<file path="config.mk">
export PLATFORM = sky130hd
export DESIGN_NAME = rx_capture_sched
export DESIGN_NICKNAME = d
export VERILOG_FILES = /design/src/rtl/rx_capture_pkg.sv /design/src/rtl/rx_capture_sched_rr_arbiter4.sv /design/src/rtl/rx_capture_sched.sv
export SDC_FILE = /design/constraint.sdc
export NUM_CORES = 1
export LEC_CHECK = 0
export CORE_AREA = 10 10 183 185
export DETAILED_ROUTE_END_ITERATION = 8
export DIE_AREA = 0 0 193 195
export GPL_TIMING_DRIVEN = 0
export PLACE_DENSITY = 0.49
export RECOVER_POWER = 100
export SLEW_MARGIN = 30
export SYNTH_ARGS = -nofsm -noshare
export SYNTH_HDL_FRONTEND = slang
export SYNTH_SLANG_ARGS = --single-unit
</file>
<file path="constraint.sdc">
create_clock -name d_clk -period 4.55 [get_ports d_clk]
set_input_delay 0.6825 -clock d_clk [delete_from_list [all_inputs] [get_ports d_clk]]
set_output_delay 0.6825 -clock d_clk [all_outputs]
set_load 0.03 [all_outputs]
</file>
<file path="src/rtl/rx_capture_pkg.sv">
// rx_capture_pkg: state encoding, channel count and write-word layout shared by the capture scheduler.
package rx_capture_pkg;
  typedef enum logic [1:0] {IDLE = 2'd0, ARMED = 2'd1, CAPTURE = 2'd2, DONE = 2'd3} state_t;
  localparam int NUM_CH = 4;
  // wr_data field offsets for the default 12-bit sample width
  localparam int DATA_WIDTH_DEF = 12;
  localparam int Q_LSB = 0;
  localparam int I_LSB = DATA_WIDTH_DEF;
  localparam int CH_MSB = 2 * DATA_WIDTH_DEF + 1;
endpackage

</file>
<file path="src/rtl/rx_capture_sched_rr_arbiter4.sv">
// rr_arbiter4: grants the first requester at or above ptr, wrapping modulo 4; one grant per cycle.
module rr_arbiter4
  import rx_capture_pkg::*;
(
  input  logic [3:0] req,
  input  logic [1:0] ptr,
  input  logic       en,
  output logic       gnt_valid,
  output logic [1:0] gnt_idx
);
  always_comb begin
    gnt_valid = 1'b0;
    gnt_idx = ptr;
    for (int i = NUM_CH - 1; i >= 0; i--)
      if (en && req[ptr + 2'(i)]) begin
        gnt_valid = 1'b1;
        gnt_idx = ptr + 2'(i);
      end
  end
endmodule

</file>
<file path="src/rtl/rx_capture_sched.sv">
// rx_capture_sched: sequences a capture window and round-robins four RX channels into one tagged buffer write stream.
module rx_capture_sched
  import rx_capture_pkg::*;
#(
  parameter int DATA_WIDTH = 12,
  parameter int ADDR_WIDTH = 12
) (
  input  logic                      d_clk,
  input  logic                      reset,
  input  logic                      arm,
  input  logic                      abort,
  input  logic [ADDR_WIDTH:0]       cfg_len,
  input  logic [3:0]                din_valid,
  input  logic [4*DATA_WIDTH-1:0]   din_i,
  input  logic [4*DATA_WIDTH-1:0]   din_q,
  output logic                      wr_en,
  output logic [ADDR_WIDTH-1:0]     wr_addr,
  output logic [2+2*DATA_WIDTH-1:0] wr_data,
  output logic                      busy,
  output logic                      done,
  output logic [3:0]                overflow,
  output logic [1:0]                state
);
  localparam logic [ADDR_WIDTH:0] DEPTH = {1'b1, {ADDR_WIDTH{1'b0}}};
  state_t st, st_n;
  logic start, trig, cap, last, en, gnt_valid;
  logic [1:0] gnt_idx, ptr;
  logic [ADDR_WIDTH:0] len_q, cnt;
  logic [NUM_CH-1:0] full, gnt_oh, keep, ld;
  logic [DATA_WIDTH-1:0] hi [NUM_CH];
  logic [DATA_WIDTH-1:0] hq [NUM_CH];

  rr_arbiter4 u_arb (.req(full), .ptr(ptr), .en(en), .gnt_valid(gnt_valid), .gnt_idx(gnt_idx));

  assign state = st;

  always_ff @(posedge d_clk)
    if (reset) st <= IDLE;
    else st <= st_n;

  always_comb begin
    start = arm && !abort && (st == IDLE || st == DONE);
    trig = !abort && st == ARMED && |din_valid;
    cap = !abort && st == CAPTURE;
    en = cap && cnt < len_q;
    last = gnt_valid && cnt + 1'b1 == len_q;
    gnt_oh = gnt_valid ? NUM_CH'(1) << gnt_idx : '0;
    // a channel stays occupied only if it was full and not drained this cycle
    keep = full & ~gnt_oh;
    ld = din_valid & {NUM_CH{trig || cap}};
    st_n = st;
    if (abort) st_n = IDLE;
    else if (start) st_n = cfg_len == '0 ? DONE : ARMED;
    else if (trig) st_n = CAPTURE;
    else if (last) st_n = DONE;
  end

  always_ff @(posedge d_clk)
    if (reset) begin
      wr_en <= 1'b0;
      wr_addr <= '0;
      wr_data <= '0;
      busy <= 1'b0;
      done <= 1'b0;
      overflow <= '0;
      full <= '0;
      ptr <= '0;
      len_q <= '0;
      cnt <= '0;
    end else begin
      wr_en <= gnt_valid;
      busy <= st_n == ARMED || st_n == CAPTURE;
      done <= st_n == DONE;
      overflow <= start ? '0 : overflow | (ld & keep);
      full <= (abort || last) ? '0 : keep | ld;
      if (gnt_valid) begin
        wr_addr <= cnt[ADDR_WIDTH-1:0];
        wr_data <= {gnt_idx, hi[gnt_idx], hq[gnt_idx]};
        cnt <= cnt + 1'b1;
        ptr <= gnt_idx + 1'b1;
      end
      if (start) begin
        len_q <= cfg_len > DEPTH ? DEPTH : cfg_len;
        cnt <= '0;
        wr_addr <= '0;
      end
    end

  always_ff @(posedge d_clk)
    for (int k = 0; k < NUM_CH; k++)
      if (ld[k] && !keep[k]) begin
        hi[k] <= din_i[k*DATA_WIDTH +: DATA_WIDTH];
        hq[k] <= din_q[k*DATA_WIDTH +: DATA_WIDTH];
      end
endmodule

</file>
# ---- After elaboration in Yosys (flattened, before gate mapping)
# Memory sizes are Yosys's and may differ from the RTL's. A register that Yosys moved wholly into a read port is not among the register bits.
# Cells that the tools add are included.
dict set report totals {
  input_bits 117
  mem_count 2
  reg_bits 79
  word_cells 98
  mem_bits_rw 96
  output_inout_bits 47
}
# name words width rd rd_ports_with_merged_regs wr line_no
set mem_list {}
lappend mem_list {hi 4 12 1 1 4 rx_capture_sched.sv:30} ;# logic [DATA_WIDTH-1:0] hi [NUM_CH];
lappend mem_list {hq 4 12 1 1 4 rx_capture_sched.sv:31} ;# logic [DATA_WIDTH-1:0] hq [NUM_CH];
dict set report op_classes {
  shift 1
  muxes 31
  order_cmp 6
  bitwise_logic 6
  eq_ne 7
  addsub 5
  reduce_logical 29
}
# operator n
set op_table {}
lappend op_table {{$mux 2} 9}
lappend op_table {{$mux 1} 16}
lappend op_table {{$logic_and 1x1->1} 15}
lappend op_table {{$add 13x1->13 const B} 1}
lappend op_table {{$eq 13x13->1} 1}
lappend op_table {{$gt 13x13->1 const B} 1}
lappend op_table {{$logic_not 13->1} 1}
lappend op_table {{$lt 13x13->1} 1}
lappend op_table {{$mux 13} 1}
lappend op_table {{$and 4x4->4} 3}
lappend op_table {{$lt 2x3->1 const B} 4}
lappend op_table {{$bmux 1 s2} 4}
lappend op_table {{$eq 2x2->1 const B} 4}
lappend op_table {{$or 4x4->4} 2}
lappend op_table {{$logic_not 1->1} 5}
lappend op_table {{$add 2x1->2 const B} 2}
lappend op_table {{$add 2x2->2 const B} 2}
lappend op_table {{$eq 2x1->1 const B} 2}
lappend op_table {{$logic_or 1x1->1} 4}
lappend op_table {{$mux 4} 1}
lappend op_table {{$not 4->4} 1}
lappend op_table {{$reduce_or 2->1} 2}
lappend op_table {{$reduce_or 4->1} 1}
lappend op_table {{$shl 1x2->4 const A} 1}
lappend op_table {{$logic_not 2->1} 1}

# ---- Depth between registers and ports, before layout
dict set report logic_depth {
  word_depth 16
  depth_mapped 11
}

# ---- By module
# A second synthesis with hierarchy kept.
dict set report unflattened {
  hier_cells 596
  area_unflattened_um2 7399.6
}
# module n_inst seq_area_each_um2 cells_each area_each_um2
set by_module_without_submodules {}
lappend by_module_without_submodules {rx_capture_sched 1 4464.3 571 7208.2}
lappend by_module_without_submodules {rr_arbiter4 1 0.0 25 191.4}

# ---- Least setup slack after synthesis
# Ideal clock, no wire load.
dict set report synth_timing {
  kind {register to register}
  start {register len_q[1]}
  end {memory hi[2][0] (enable)}
  n_path_buf 1
  setup_slack_ns 0.687
  path_stages_with_launch 11
  t_arrival_ns 3.450
  synth_period_minus_slack_ns 3.863
  path_cell_list {dfxtp_1 inv_1 ha_1 nor2b_1 o2111a_1 o2111ai_2 nand3_1 xnor2_4 buf_4 nand3_1 a21oi_1}
}
# item line_no
set synth_lines {}
lappend synth_lines {{from (decl)} rx_capture_sched.sv:28} ;# logic [ADDR_WIDTH:0] len_q, cnt;
lappend synth_lines {{from (signal assigned)} rx_capture_sched.sv:83} ;# len_q <= cfg_len > DEPTH ? DEPTH : cfg_len;
lappend synth_lines {{to (decl)} rx_capture_sched.sv:30}

==> results_dict.tcl <==
set metrics [dict create \
    grt_usage_pct 11.68 \
    synthCells 567 \
    clock_latency_ns 0.45 \
    path_cells "ha_1 -> nand4_1 -> o21ai_0 -> nor4_1 -> nand3_1 -> xnor2_4 -> buf_4 -> o31ai_1 -> and2_1 -> buf_16" \
    power_mw 3.434 \
    ys_seq_area_share_pct 60.69 \
    worst_setup_path_end_kind "register" \
    timing.fmax_mhz 250.0 \
    cts_buffers 17 \
    met2_usage_pct 18.80 \
    ios 164 \
    ff2ff_path_depth 10 \
    overflow 0 \
    required_ns 4.70 \
    postCtsHoldBufs 0 \
    min_path_type "register to register" \
    crit_path_max_incr_delay_ns 0.75 \
    viasPerCell 4.431 \
    async_flop_share_pct 0 \
    rows 64 \
    drive_gt1_share_pct 11.49 \
    worstHoldStart "wr_addr[5]" \
    area_delta_synth_final_pct 39.02 \
    period_needed_ns 3.999 \
    antenna_left 0 \
    ys.warnings.count 0 \
    worst_setup_path_start_kind "register" \
    post-synth-top-count-cell "edfxtp_1" \
    final_cells 1168 \
    firstDrtPassIters 4 \
    outcome "complete, no violations" \
    reg2reg_from "cnt[10]" \
    ys_ff_latch 175 \
    cts_max_level 4 \
    critPathMaxFanout 13 \
    cts_tree "done" \
    path_clk_slew_ns 0.08 \
    cts_root_buf "clkbuf_16" \
    dpl.hpwl_mm 16.56 \
    setup_violations 0 \
    drv_slew 0 \
    timing.slew.headroom_pct 28.66 \
    r2r_slack_ns 0.55 \
    p_leak_nw 3.577 \
    synth_ff_type "edfxtp_1" \
    cts.sinks 175 \
    vias 5175 \
    worst-path-buf-inv 2 \
    syn_area_um2 7356 \
    crit_arrival_ns 4.15 \
    synth_area_leader_cell "edfxtp_1" \
    fp.dieW_um 193 \
    hold_path_depth 2 \
    grt_max_degree 21 \
    clock_skew_ns 0.01784 \
    finalCritPeriodShare_pct 87.90 \
    tightest_slew_ns 1.043 \
    drtIter0Drc 264 \
    core-area_um2 30030 \
    worst_slack_ns 0.5508 \
    rsz0062_at_grt "false" \
    min_to "wr_addr[5]" \
    die_y_um 195 \
    die-area_um2 37640 \
    fin_setup_tns_ns 0 \
    cts_resized 0 \
    grtUsageMet1_pct 13.59 \
    grt.busiest_layer "met2" \
    ys_top_cells_by_area "edfxtp_1 39%, dfxtp_1 22%, mux4_2 7.3%" \
    first_global_vias 5556 \
    gp_congestion 0.7727 \
    cp_top_family "simple AND/OR/NAND/NOR gates" \
    synth_commonest_cells "96 x edfxtp_1, 79 x dfxtp_1, 61 x nand2_1" \
    grtUsageMet3_pct 4.847 \
    synth-edff-count 96 \
    io_buffers 163 \
    path_class "register to register" \
    antenna_found_initial 11 \
    wl_per_cell_um 18.77 \
    start_util_pct 24.50 \
    synth_nets 701 \
    pre_cts_slack_ns 0.2267 \
    p_per_area_nw_per_um2 335.8 \
    clock_path_buffers 2 \
    hold_viol 0 \
    syn_avg_cell_area_um2 12.97 \
    yosysTopAreaCellShare_pct 39.19 \
    post-cts-setup-buffers 0 \
    ys_types 65 \
    wirelength_mm 21.92 \
    slowest_stage "and2_1" \
    drc 0 \
    drv_cap 0 \
    fin_nets 887 \
    dpl.cell_count 1130 \
    peakVddDrop_uv 256.9 \
    grt_pass1_wl_mm 32.97 \
    r2r_end "hq[1][6]" \
    postLayoutCoreUtil_pct 34.05 \
]
## sequential cells by signal, summed over array words and instances, names as in the netlist, 2 cells and up
signal,flops
len_q,13
hq,48
hi,48
ptr,2
overflow,4
full,4
state,2
wr_addr,12
cnt,13
wr_data,26
## how the worst max path moves through the flow
stage | end | from | cells after the start | slack [ns]
final | hq[1][6] | cnt[10] | 10 | 0.55
after global routing | busy | cnt[1] | 10 | 0.25
after CTS | hq[2][4] | cnt[10] | 10 | 0.63
after detailed placement | hq[2][8] | abort | 10 | 0.23
after global placement | hq[2][7] | abort | 9 | -1.61
after floorplan | hi[2][0] | len_q[1] | 10 | 0.69
## worst register-to-register path: stages, from the launching register on
cell and delay, ns:
dfxtp_1 0.55, ha_1 0.32, nand4_1 0.21, o21ai_0 0.21
nor4_1 0.29, nand3_1 0.30, xnor2_4 0.31, buf_4 0.24
o31ai_1 0.30, and2_1 0.75, buf_16 0.23
## metrics by stage
step | hold WS [ns] | area (µm²)
after detailed placement | 0.4480 | 9624
after global routing | 0.4795 | 10220
final | 0.4547 | 10230
after global placement | 0.4444 | 9483
after floorplan | 0.4563 | 7356
after CTS | 0.4594 | 10260
## cell families (layout without fill, tap and decap cells)
family          count (synthesis)  count (layout)  synth area share, %
fa+ha+maj                      17              17                2.892
mux                            30              30                8.216
buf+inv                        53             252                3.317
compound gates                103             103                10.07
other cells                     0               6                    0
xor+xnor                       24              24                3.215
flops                         175             175                60.69
simple gates                  165             165                11.60
## power breakdown
part | switching, mW | internal (mW) | total [mW]
Combinational | 0.0872 | 0.107 | 0.194
Sequential | 0.00889 | 1.69 | 1.70
Clock | 0.741 | 0.802 | 1.54
## per-layer routing
| layer | share of wire (%) | vias up |
|---|---|---|
| li1 | - | 2504 |
| met1 | 42 | 2473 |
| met2 | 48 | 153 |
| met3 | 7.6 | 39 |
| met4 | 2.4 | 6 |
| met5 | 0.15 | - |
## layout by cell type, fill, tap and decap left out, drive strengths merged, types with 7 or more instances in the layout
cell type and instances:
clkdlybuf4s50 18, a22o 25, dlygate4sd3 145, buf 16, clkinv 8, dfxtp 79, inv 27, xor2 11
clkbuf 37, nor3 8, and2 7, xnor2 13, nand4 8, mux4 24, edfxtp 96, o21ai 17
nor4 7, a21oi 30, nor2 34, nand3 12, nand2 61, ha 17
## cell type report
class	count	area [µm²]
clock inverters	15	206.4
well taps	396	495.5
clock buffers	17	425.4
multi-input cells	339	2646
fillers	3020	19800
diodes	6	15.01
flip-flops and latches	175	4464
repair buffers	167	1742
plain buffers	32	152.6
inverters	21	78.83
No activity file was read; power rests on OpenSTA's default activity.
==> RTL edit (config.mk and constraints unchanged) <==
Reset style: asynchronous (`reset`), changed in 2 clocked blocks.
--- a/src/rtl/rx_capture_sched.sv
+++ b/src/rtl/rx_capture_sched.sv
@@ -34,7 +34,7 @@
 
   assign state = st;
 
-  always_ff @(posedge d_clk)
+  always_ff @(posedge d_clk or posedge reset)
     if (reset) st <= IDLE;
     else st <= st_n;
 
@@ -55,7 +55,7 @@
     else if (last) st_n = DONE;
   end
 
-  always_ff @(posedge d_clk)
+  always_ff @(posedge d_clk or posedge reset)
     if (reset) begin
       wr_en <= 1'b0;
       wr_addr <= '0;
Behaviour: differs if reset is asserted again (counterexample within 4 cycles, from zero or initial values and one cycle with reset high); with reset held inactive, the same outputs for 10 cycles.
==> RTL edit against the unedited design <==
The flow now finishes with violations (max-capacitance violations, max-slew violations). Setup slack gained 0.051 ns. Critical path type unchanged. Cell area grew 7.7%. Via count grew 22%. Sequential share of layout area grew 0.45 points. Area after synthesis grew 11%. Sequential cell count is the same. Routed wire length grew 19%.
Power is not compared: it rests on default switching activity, and its combinational part moved more than twofold at a synthesized area within 25%.
==> RTL edit: results (changes against the unedited design) <==
- The portion of the post-synthesis area used by sequential elements came to 59.4% (-1.3 points).
* End of the critical path: hq[1][1]$_DFFE_PP_
- Clock period minus worst slack: 3.95 ns (-0.0513 ns)
* Maximum vdd ir drop: 0.263 mV
* Hold slack: 0.477 ns (+0.0220 ns)
- The instance area at placement came to 10500 um2 (+9.0%).
* Total met2 wirelength after detailed routing: 12200 um (+17%)
- The total track usage was 14.1% (+2.4 points).
- The number of antenna violations at the first check in global routing was 10 (-1).
* Synth unique cells: 56 (-14%)
* Sink of the worst hold path: wr_data[25]$_DFFE_PP0P_
- Weighted congestion reported at the end of routability-driven placement: 0.879 (+14%)
- Setup slack of the worst register-to-register path: 0.60 ns (+0.05 ns)
- For this run, the leading register cell type out of synthesis is sky130_fd_sc_hd__edfxtp_1.
- Min-Delay Startpoint: wr_data[25]$_DFFE_PP0P_
* Post-DP HPWL: 19600 um (+18%)
- The count of instances resized after the clock tree is built came to 0 (unchanged).
- Global-route wire length before repair: 40200 um (+22%)
* Number of vias after detailed routing: 6310 (+22%)
* Global-route track usage on met1: 17.6% (+4.0 points)
* Pin count of the biggest net entering global routing: 51 (+140%)
- The analysis attributes to cell leakage a power of 4.28 nW.
- The via count of the first global-routing pass was 6620 (+19%).
* Mean post-synth cell area: 11.0 um2 (-15%)
- The share of flip-flops with an asynchronous set or reset was 45.1% (+45 points).
* GR met2 Demand/Resource: 22.4% (+3.6 points)
- The wire length after detailed routing was 26100 um (+19%).
- Detailed-router iteration count before antenna repair: 5 (+1)
- The multi-input combinational cell area came to 3060 um2 (+16%).
* Placed instance count: 1306 (+16%)
* Routed length on met3: 2170 um (+30%)
- Root buffer cell: sky130_fd_sc_hd__clkbuf_16
* Share of cells above drive strength 1: 5.63% (-5.9 points)
* Number of nets at the end of the flow: 1063 (+20%)
- Worst stage delay on the critical path: 0.49 ns (-0.26 ns)
- Violations in the final reports: max-capacitance violations, max-slew violations
- By area the synthesized netlist is led by sky130_fd_sc_hd__edfxtp_1 35%, sky130_fd_sc_hd__dfrtp_1 24%, sky130_fd_sc_hd__a21oi_1 6.4%.
- The number of maximum-capacitance constraint violations is 1 (+1).
- Avg WL per Cell: 19.5 um (+3.7%)
* Cell types with the highest counts after synthesis: 104 x sky130_fd_sc_hd__a21oi_1, 103 x sky130_fd_sc_hd__nand2_1, 96 x sky130_fd_sc_hd__edfxtp_1, 79 x sky130_fd_sc_hd__dfrtp_1, 50 x sky130_fd_sc_hd__nand2b_1
- The run finished, with violations left.
- The critical path starts at cnt[1]$_DFFE_PP0P_.
- Starting Density: 27.3% (+2.8 points)
- The length of routed wiring on met1 is 11500 um (+25%).
- Worst slack after detailed placement: 0.493 ns (+0.266 ns)
- The largest clock skew in the final design came to 0.0167 ns (-0.00116 ns).
* Max-slew headroom at the worst pin: -1.61% (-30 points)
* Largest registers: hi x48, hq x48, wr_data x26
- The number of slew-limit violations in the final report came to 31 (+31).
- Number of fillers in the final layout: 3017 (-0.099%)
- Worst Path Arrival: 4.05 ns (-0.10 ns)
- Met3 demand-to-capacity share in global routing: 5.60% (+0.75 points)
* Drt initial violations: 510 (+93%)
-- RTL edit: cell count changes after synthesis, moves of 25 or more --
cell,change
sky130_fd_sc_hd__dfrtp_1,+79
sky130_fd_sc_hd__a21oi_1,+74
sky130_fd_sc_hd__clkbuf_1,+25
sky130_fd_sc_hd__dfxtp_1,-79
sky130_fd_sc_hd__nand2_1,+42
sky130_fd_sc_hd__nand2b_1,+49
-- RTL edit: cell families after synthesis --
| kind of cell | share of synthesized area, % |
|---|---|
| mux | 2.93 |
| flops | 59.4 |
| compound gates | 14.1 |
| fa+ha+maj | 2.60 |
| buf+inv | 3.52 |
| simple gates | 14.4 |
| xor+xnor | 3.09 |
-- RTL edit: final cells by class --
class                   instances  share of cell area (%)
flip-flops and latches        175                    44.1
clock buffers                  18                    3.90
multi-input cells             496                    27.8
diodes                          5                   0.114
plain buffers                  46                    1.70
repair buffers                168                    15.4
well taps                     396                    4.50
inverters                      25                   0.863
clock inverters                14                    1.57
-- RTL edit: worst reg2reg max path, cell delays in order, from the launching register on --
cell	delay [ns]
sky130_fd_sc_hd__dfrtp_1	0.46
sky130_fd_sc_hd__ha_1	0.29
sky130_fd_sc_hd__nor2b_1	0.13
sky130_fd_sc_hd__o2111ai_1	0.20
sky130_fd_sc_hd__a211oi_1	0.22
sky130_fd_sc_hd__or3_1	0.41
sky130_fd_sc_hd__clkbuf_1	0.22
sky130_fd_sc_hd__or3_1	0.47
sky130_fd_sc_hd__o21ai_0	0.26
sky130_fd_sc_hd__nor2b_4	0.49
sky130_fd_sc_hd__clkbuf_2	0.45
-- RTL edit: report_power, final --
part           total (mW)  switching [mW]  internal [mW]  leakage (nW)
clock                1.50           0.712          0.787         0.283
sequential           2.10           0.151           1.95          1.90
combinational        2.02            1.24          0.782          2.09
